`src/rtl/cfu_arbiter.sv`:
```
// cfu_arbiter: round-robin N-to-1 arbiter on the CFU req/resp handshake.
// The requester index is tagged into the downstream id and used to route responses back.
module cfu_arbiter #(
  parameter int N_REQ = 2,
  parameter int ID_W = 4,
  parameter int XLEN = 32,
  parameter int MAX_OUTSTANDING = 4,
  parameter int IDX_W = (N_REQ > 1) ? $clog2(N_REQ) : 1
) (
  input  logic                    clk,
  input  logic                    rst_n,
  input  logic [N_REQ-1:0]        s_req_valid,
  output logic [N_REQ-1:0]        s_req_ready,
  input  logic [N_REQ*ID_W-1:0]   s_req_id,
  input  logic [N_REQ*XLEN-1:0]   s_req_data0,
  input  logic [N_REQ*XLEN-1:0]   s_req_data1,
  output logic [N_REQ-1:0]        s_resp_valid,
  input  logic [N_REQ-1:0]        s_resp_ready,
  output logic [ID_W-1:0]         s_resp_id,
  output logic [XLEN-1:0]         s_resp_data,
  output logic [2:0]              s_resp_status,
  output logic                    m_req_valid,
  input  logic                    m_req_ready,
  output logic [IDX_W+ID_W-1:0]   m_req_id,
  output logic [XLEN-1:0]         m_req_data0,
  output logic [XLEN-1:0]         m_req_data1,
  input  logic                    m_resp_valid,
  output logic                    m_resp_ready,
  input  logic [IDX_W+ID_W-1:0]   m_resp_id,
  input  logic [XLEN-1:0]         m_resp_data,
  input  logic [2:0]              m_resp_status,
  output logic                    bad_resp_err
);
  logic [IDX_W-1:0] rr_ptr, held_idx, grant, cand, resp_idx;
  logic [3:0] outstanding;
  logic lock, credit_ok, req_hs, resp_hs, resp_in_range;

  assign credit_ok = outstanding < 4'(MAX_OUTSTANDING);

  // Scan downward so the last hit is the nearest valid requester at or after rr_ptr.
  always_comb begin
    grant = rr_ptr;
    cand = '0;
    for (int k = N_REQ - 1; k >= 0; k--) begin
      cand = IDX_W'((int'(rr_ptr) + k) % N_REQ);
      if (s_req_valid[cand]) grant = cand;
    end
    if (lock) grant = held_idx;
  end

  assign m_req_valid = rst_n & credit_ok & s_req_valid[grant];
  assign m_req_id = {grant, s_req_id[grant*ID_W +: ID_W]};
  assign m_req_data0 = s_req_data0[grant*XLEN +: XLEN];
  assign m_req_data1 = s_req_data1[grant*XLEN +: XLEN];
  assign s_req_ready = (rst_n & credit_ok & m_req_ready) ? N_REQ'(1) << grant : '0;
  assign req_hs = m_req_valid & m_req_ready;

  assign resp_idx = m_resp_id[ID_W +: IDX_W];
  assign resp_in_range = int'(resp_idx) < N_REQ;
  assign s_resp_valid = (rst_n & m_resp_valid & resp_in_range) ? N_REQ'(1) << resp_idx : '0;
  assign m_resp_ready = rst_n & (~resp_in_range | s_resp_ready[resp_idx]);
  assign s_resp_id = m_resp_id[ID_W-1:0];
  assign s_resp_data = m_resp_data;
  assign s_resp_status = m_resp_status;
  assign resp_hs = m_resp_valid & m_resp_ready;

  always_ff @(posedge clk) begin
    if (!rst_n) begin
      rr_ptr <= '0;
      held_idx <= '0;
      lock <= 1'b0;
      outstanding <= '0;
      bad_resp_err <= 1'b0;
    end else begin
      if (req_hs) begin
        lock <= 1'b0;
        rr_ptr <= (int'(grant) == N_REQ - 1) ? '0 : grant + 1'b1;
      end else if (m_req_valid) begin
        lock <= 1'b1;
        held_idx <= grant;
      end
      if (req_hs && !resp_hs) outstanding <= outstanding + 1'b1;
      else if (resp_hs && !req_hs && outstanding != '0) outstanding <= outstanding - 1'b1;
      if (resp_hs && !resp_in_range) bad_resp_err <= 1'b1;
    end
  end
endmodule
```
`config.mk`:
```
export PLATFORM = sky130hd
export DESIGN_NAME = cfu_arbiter
export DESIGN_NICKNAME = d
export VERILOG_FILES = /design/src/rtl/cfu_arbiter.sv
export SDC_FILE = /design/constraint.sdc
export NUM_CORES = 1
export LEC_CHECK = 0
export CAP_MARGIN = 20
export CORE_AREA = 2 2 117 119
export DETAILED_ROUTE_END_ITERATION = 8
export DIE_AREA = 0 0 119 121
export GPL_TIMING_DRIVEN = 0
export PLACE_DENSITY = 0.58
export SYNTH_ARGS = -nofsm -noshare
export SYNTH_HDL_FRONTEND = slang
export SYNTH_SLANG_ARGS = --single-unit
```
`constraint.sdc`:
```
create_clock -name clk -period 2.4 [get_ports clk]
set_input_delay 0.48 -clock clk [delete_from_list [all_inputs] [get_ports clk]]
set_output_delay 0.48 -clock clk [all_outputs]
set_load 0.03 [all_outputs]
```
* Word-level counts from Yosys, hierarchy flattened
Cells that the tools add are included. Widths: inputs -> output; s select.
Storage, ports and cells: bits in registers 7
Cells by class: add/subtract/negate cells 4, $lt $le $gt $ge 5, shift-type cells 5, multiplexer cells 16, bitwise gates (word level) 9, reduce and logical (&&, ||, !) cells 9
Operator list (number):
- $shiftx 64x7->32 | 2
- $mux 1 | 12
- $lt 1x2->1 const B | 4
- $mux 4 | 2
- $shiftx 8x4->4 | 1
- $and 1x1->1 | 7
- $add 4x1->4 const B | 1
- $lt 4x3->1 const B | 1
- $mux 2 | 2
- $reduce_bool 4->1 | 1
- $shl 1x1->2 const A | 2
- $sub 4x1->4 const B | 1
- $logic_and 1x1->1 | 3
- $add 1x1->1 const B | 2
- $logic_not 1->1 | 2
- $not 1->1 | 2
- $reduce_and 2->1 | 1
- $reduce_bool 2->1 | 1
- $reduce_or 2->1 | 1

* Logic depth before layout (Yosys ltp)
depth in word-level cells 15, mapped depth 8, mapped depth without buffers 8

* Worst setup path before layout
No wires, ideal clock.
path type input -> register, start input port s_req_valid[1], end register outstanding[3], library setup time 0.072 ns, arrival 2.073 ns, path slack 0.255 ns, stages 8, cells stage by stage mux2i_1 a211oi_1 o21ai_0 ha_1 a21o_1 a21oi_1 mux2i_1 mux2i_1
Between the ends: longest elaborated chain between the ends 13, elaborated cells between the ends (all ways) 17, classes of those cells mux (10); bitwise (2); reduce/logical (5)
RTL lines:
- from (decl) | RTL line 12 | input logic [N_REQ-1:0] s_req_valid,
- $mux 1 (not written as such) (2 in a row) | RTL line 46 | if (s_req_valid[cand]) grant = cand;
- $mux 1 (2 in a row) | RTL line 46
- $mux 1 | RTL line 48 | if (lock) grant = held_idx;
- $mux 1 (not written as such) * (2 in a row) | RTL line 51 | assign m_req_valid = rst_n & credit_ok & s_req_valid[grant];
- $and 1x1->1 * | RTL line 51
- $and 1x1->1 * | RTL line 56 | assign req_hs = m_req_valid & m_req_ready;
- $logic_not 1->1 | RTL line 83 | else if (resp_hs && !req_hs && outstanding != '0) outstanding <= outstanding - 1'b1;
- $logic_and 1x1->1 (2 in a row) | RTL line 83
- $reduce_bool 2->1 (no source line)
- to (signal assigned) | RTL line 82 | if (req_hs && !resp_hs) outstanding <= outstanding + 1'b1;
- to (signal assigned) | RTL line 83
- to (decl) | RTL line 35 | logic [3:0] outstanding;
Every way passes the cells marked *; elsewhere a longest branch is shown, timed or not. The select of a mux whose other input is x is not followed. A chain may end at the register's enable or synchronous reset.

* Final worst setup path
start input port s_req_valid[0], end output port m_req_data1[2]
Between the ends: longest elaborated chain between the ends 6, elaborated cells between the ends (all ways) 8, classes of those cells shift (1); mux (7)
RTL lines:
- $mux 1 (not written as such) (2 in a row) | RTL line 46
- $mux 1 | RTL line 46
- $mux 1 * | RTL line 46
- $mux 1 * | RTL line 48
- $shiftx 64x7->32 * | RTL line 54 | assign m_req_data1 = s_req_data1[grant*XLEN +: XLEN];
- to (decl) | RTL line 26 | output logic [XLEN-1:0] m_req_data1,
Marked as above.

==> results.json <==
{
  "clock_latency_ns": 0.23,
  "preCtsSetupSlack_ns": -1.14,
  "drtAntennaViolNets": 0,
  "cts_tree": "yes",
  "fin_nets": 633,
  "synth-compound-area-share": 0.0628,
  "hold_viol": 0,
  "crit_path_max_fanout": 10,
  "drt-vias-per-instance": 3.70,
  "ir_worst_vdd_mv": 0.304,
  "ys_async_sr_fraction": 0,
  "period_minus_slack_ns": 2.38,
  "min_to": "outstanding[3]$_SDFFE_PN0P_",
  "netlist_instances": 177,
  "reg2reg_depth": 8,
  "slowest_delay_ns": 0.34,
  "htreeDepth": 1,
  "hold_ws_ns": 0.509,
  "timing.rr.end": "outstanding[3]$_SDFFE_PN0P_",
  "drv_cap": 0,
  "syn_avg_cell_area_um2": 9.46,
  "die-area_um2": 14400,
  "netlist_top_cells_area": "mux2_2 (42%), buf_4 (19%), dfxtp_1 (8.4%)",
  "synth_top_area_frac": 0.417,
  "wirelength_um": 9360,
  "synth_seq_area_share": 0.0837,
  "critPathSlowestCell": "mux2_2",
  "hold_depth": 2,
  "crit_type": "in2out",
  "grt_pass1_wl_um": 13000,
  "vias": 2315,
  "post_drt_wl_per_cell_um": 15.0,
  "synth.net_count": 364,
  "yosysTopAreaCell": "mux2_2",
  "clockRootBuffer": "clkbuf_16",
  "p_leak_nw": 1.94,
  "core_um2": 13100,
  "grt.overflow.total": 0,
  "cts_hold_buffers": 0,
  "required_ns": 1.92,
  "stdcell_area_um2": 4460,
  "clock_path_buffers": 2,
  "worst_ep_arrival_time_ns": 1.90,
  "antenna_found_initial": 5,
  "p_per_area_nw_per_um2": 522,
  "dr.pass1.iters": 4,
  "track_usage": 0.115,
  "min_period_over_period": 0.990,
  "grt_pass1_vias": 2361,
  "min_from": "outstanding[3]$_SDFFE_PN0P_",
  "slew_violations": 0,
  "synth_fa_ha_area_frac": 0.0269,
  "drt_iter0_markers": 19,
  "clock_skew_ns": 0.00262,
  "synth_simple_gate_area_frac": 0.0755,
  "clock.fmax_ghz": 0.421,
  "power.total_mw": 2.33,
  "outcome": "completed",
  "yosysUniqueCellTypes": 30,
  "final.setup.tns_ns": 0,
  "area.growth.synth_to_final_pct": 167,
  "start_util": 0.128,
  "finalSetupViolations": 0,
  "synth.most_common_cell": "mux2_2",
  "drc_errors": 0,
  "die_w_um": 119,
  "clk_pin_slew_ns": 0.04,
  "netlist_area_um2": 1670,
  "io_pins": 299,
  "synth-edff-count": 0,
  "ys_warn_count": 0,
  "fp-row-count": 42,
  "synthFlopType": "dfxtp_1",
  "synth.top_cells.by_count": "mux2_2 (62), buf_4 (43), nand2_1 (8)",
  "synth_mux_area_frac": 0.499,
  "cp-end-kind": "output port",
  "ff2ff_setup_slack_ns": 0.27,
  "hold_class": "reg2reg",
  "utilization": 0.341,
  "fp.dieH_um": 121,
  "detailed_place_hpwl_um": 8260,
  "synth-seq-cells": 7,
  "ff_latch_area_um2": 141,
  "setup_ws_ns": 0.0234,
  "start_kind": "primary input",
  "layout.cells.non_filler": 625,
  "multi_input_area_um2": 1160,
  "drive_above_1_share": 0.458,
  "numCtsBuffers": 3,
  "synth_top_family_by_area": "multiplexers",
  "r2r-start": "outstanding[3]$_SDFFE_PN0P_",
  "numPortBuffers": 258,
  "path_cells": "clkbuf_4 > inv_1 > a21o_1 > a21oi_4 > buf_12 > buf_6 > mux2_2 > buf_2",
  "clock-sinks": 7,
  "grt_max_degree": 11,
  "filler_cell_count": 1358,
  "grt_setup_unrepaired": "yes",
  "dp_cells": 611,
  "synth_xor_area_frac": 0.00523,
  "placed_area_um2": 4480,
  "place_congestion": 0.743
}
## routing by layer
layer	up-vias	GRT usage	share of wire	wire length, um
met4	2	0.0179	0.013	122
li1	1125	-	-	-
met3	8	0.0573	0.11	1000
met2	152	0.213	0.51	4780
met1	1028	0.117	0.37	3450
met5	-	0	0.0014	13
## registers in the layout, summed over array words and instances (netlist names)
register,flops
held_idx,1
outstanding,4
rr_ptr,1
lock,1
## worst max-delay path by stage
stage / from / end / slack [ns] / cells past startpoint
after floorplan: s_req_valid[1] / outstanding[3]$_SDFFE_PN0P_ / 0.26 / 8
after global placement: s_req_valid[0] / m_req_data1[14] / -1.12 / 7
after detailed placement: s_req_valid[0] / m_req_data1[14] / -1.14 / 7
final: s_req_valid[0] / m_req_data1[2] / 0.02 / 8
after global routing: s_req_valid[0] / m_req_data1[22] / -0.04 / 8
after CTS: s_req_valid[1] / m_req_data1[14] / -0.002 / 7
## where the power goes
group          switching (mW)  internal, mW
combinational           0.910         0.932
sequential             0.0513         0.158
clock                  0.0590         0.221
total                    1.02          1.31
## worst max-delay path, delay by kind of cell
kind	cells	cell delay (ns)
AO/OA/AOI/OAI	2	0.39
multiplexers	1	0.34
buffers and inverters	5	0.67
## kinds of logic (layout without fill, tap and decap cells)
group,Yosys count,count (layout)
buffers and inverters,54,322
flip-flops,7,7
other,1,5
adder cells (fa/ha/maj),3,3
AO/OA/AOI/OAI,14,14
XOR/XNOR,1,1
multiplexers,75,75
AND/OR/NAND/NOR,22,22
## area by class of cell
type	count	share of cell area
Timing Repair Buffer	264	0.539
Multi-Input combinational cell	116	0.260
Inverter	5	0.00421
Clock buffer	4	0.0177
Tap cell	176	0.0493
Sequential cell	7	0.0317
Antenna cell	4	0.00224
Buffer	49	0.0956
## layout by cell type, fill, tap and decap left out, types with 2 or more instances in the layout
cell             instances
clkbuf_16                4
o21ai_0                  2
clkdlybuf4s15_2          2
nand2_1                  8
clkbuf_2                 2
mux2i_1                  6
inv_1                    5
dfxtp_1                  6
buf_4                   61
a21oi_1                  2
ha_1                     2
mux2_4                   4
clkdlybuf4s50_1        180
dlygate4sd2_1            4
nor2_1                   6
mux2_1                   2
diode_2                  4
buf_12                   3
mux2_2                  62
buf_8                    3
buf_2                   41
clkbuf_4                 2
buf_6                   13
a21o_1                   2
## what timing repair did
item,CTS,global route
pin swaps,1,0
setup endpoints to repair,76,69
gates resized for setup,372,69
cloned,0,1
buffers inserted,3,2
Note: power is estimated with default switching activity, not from simulation.
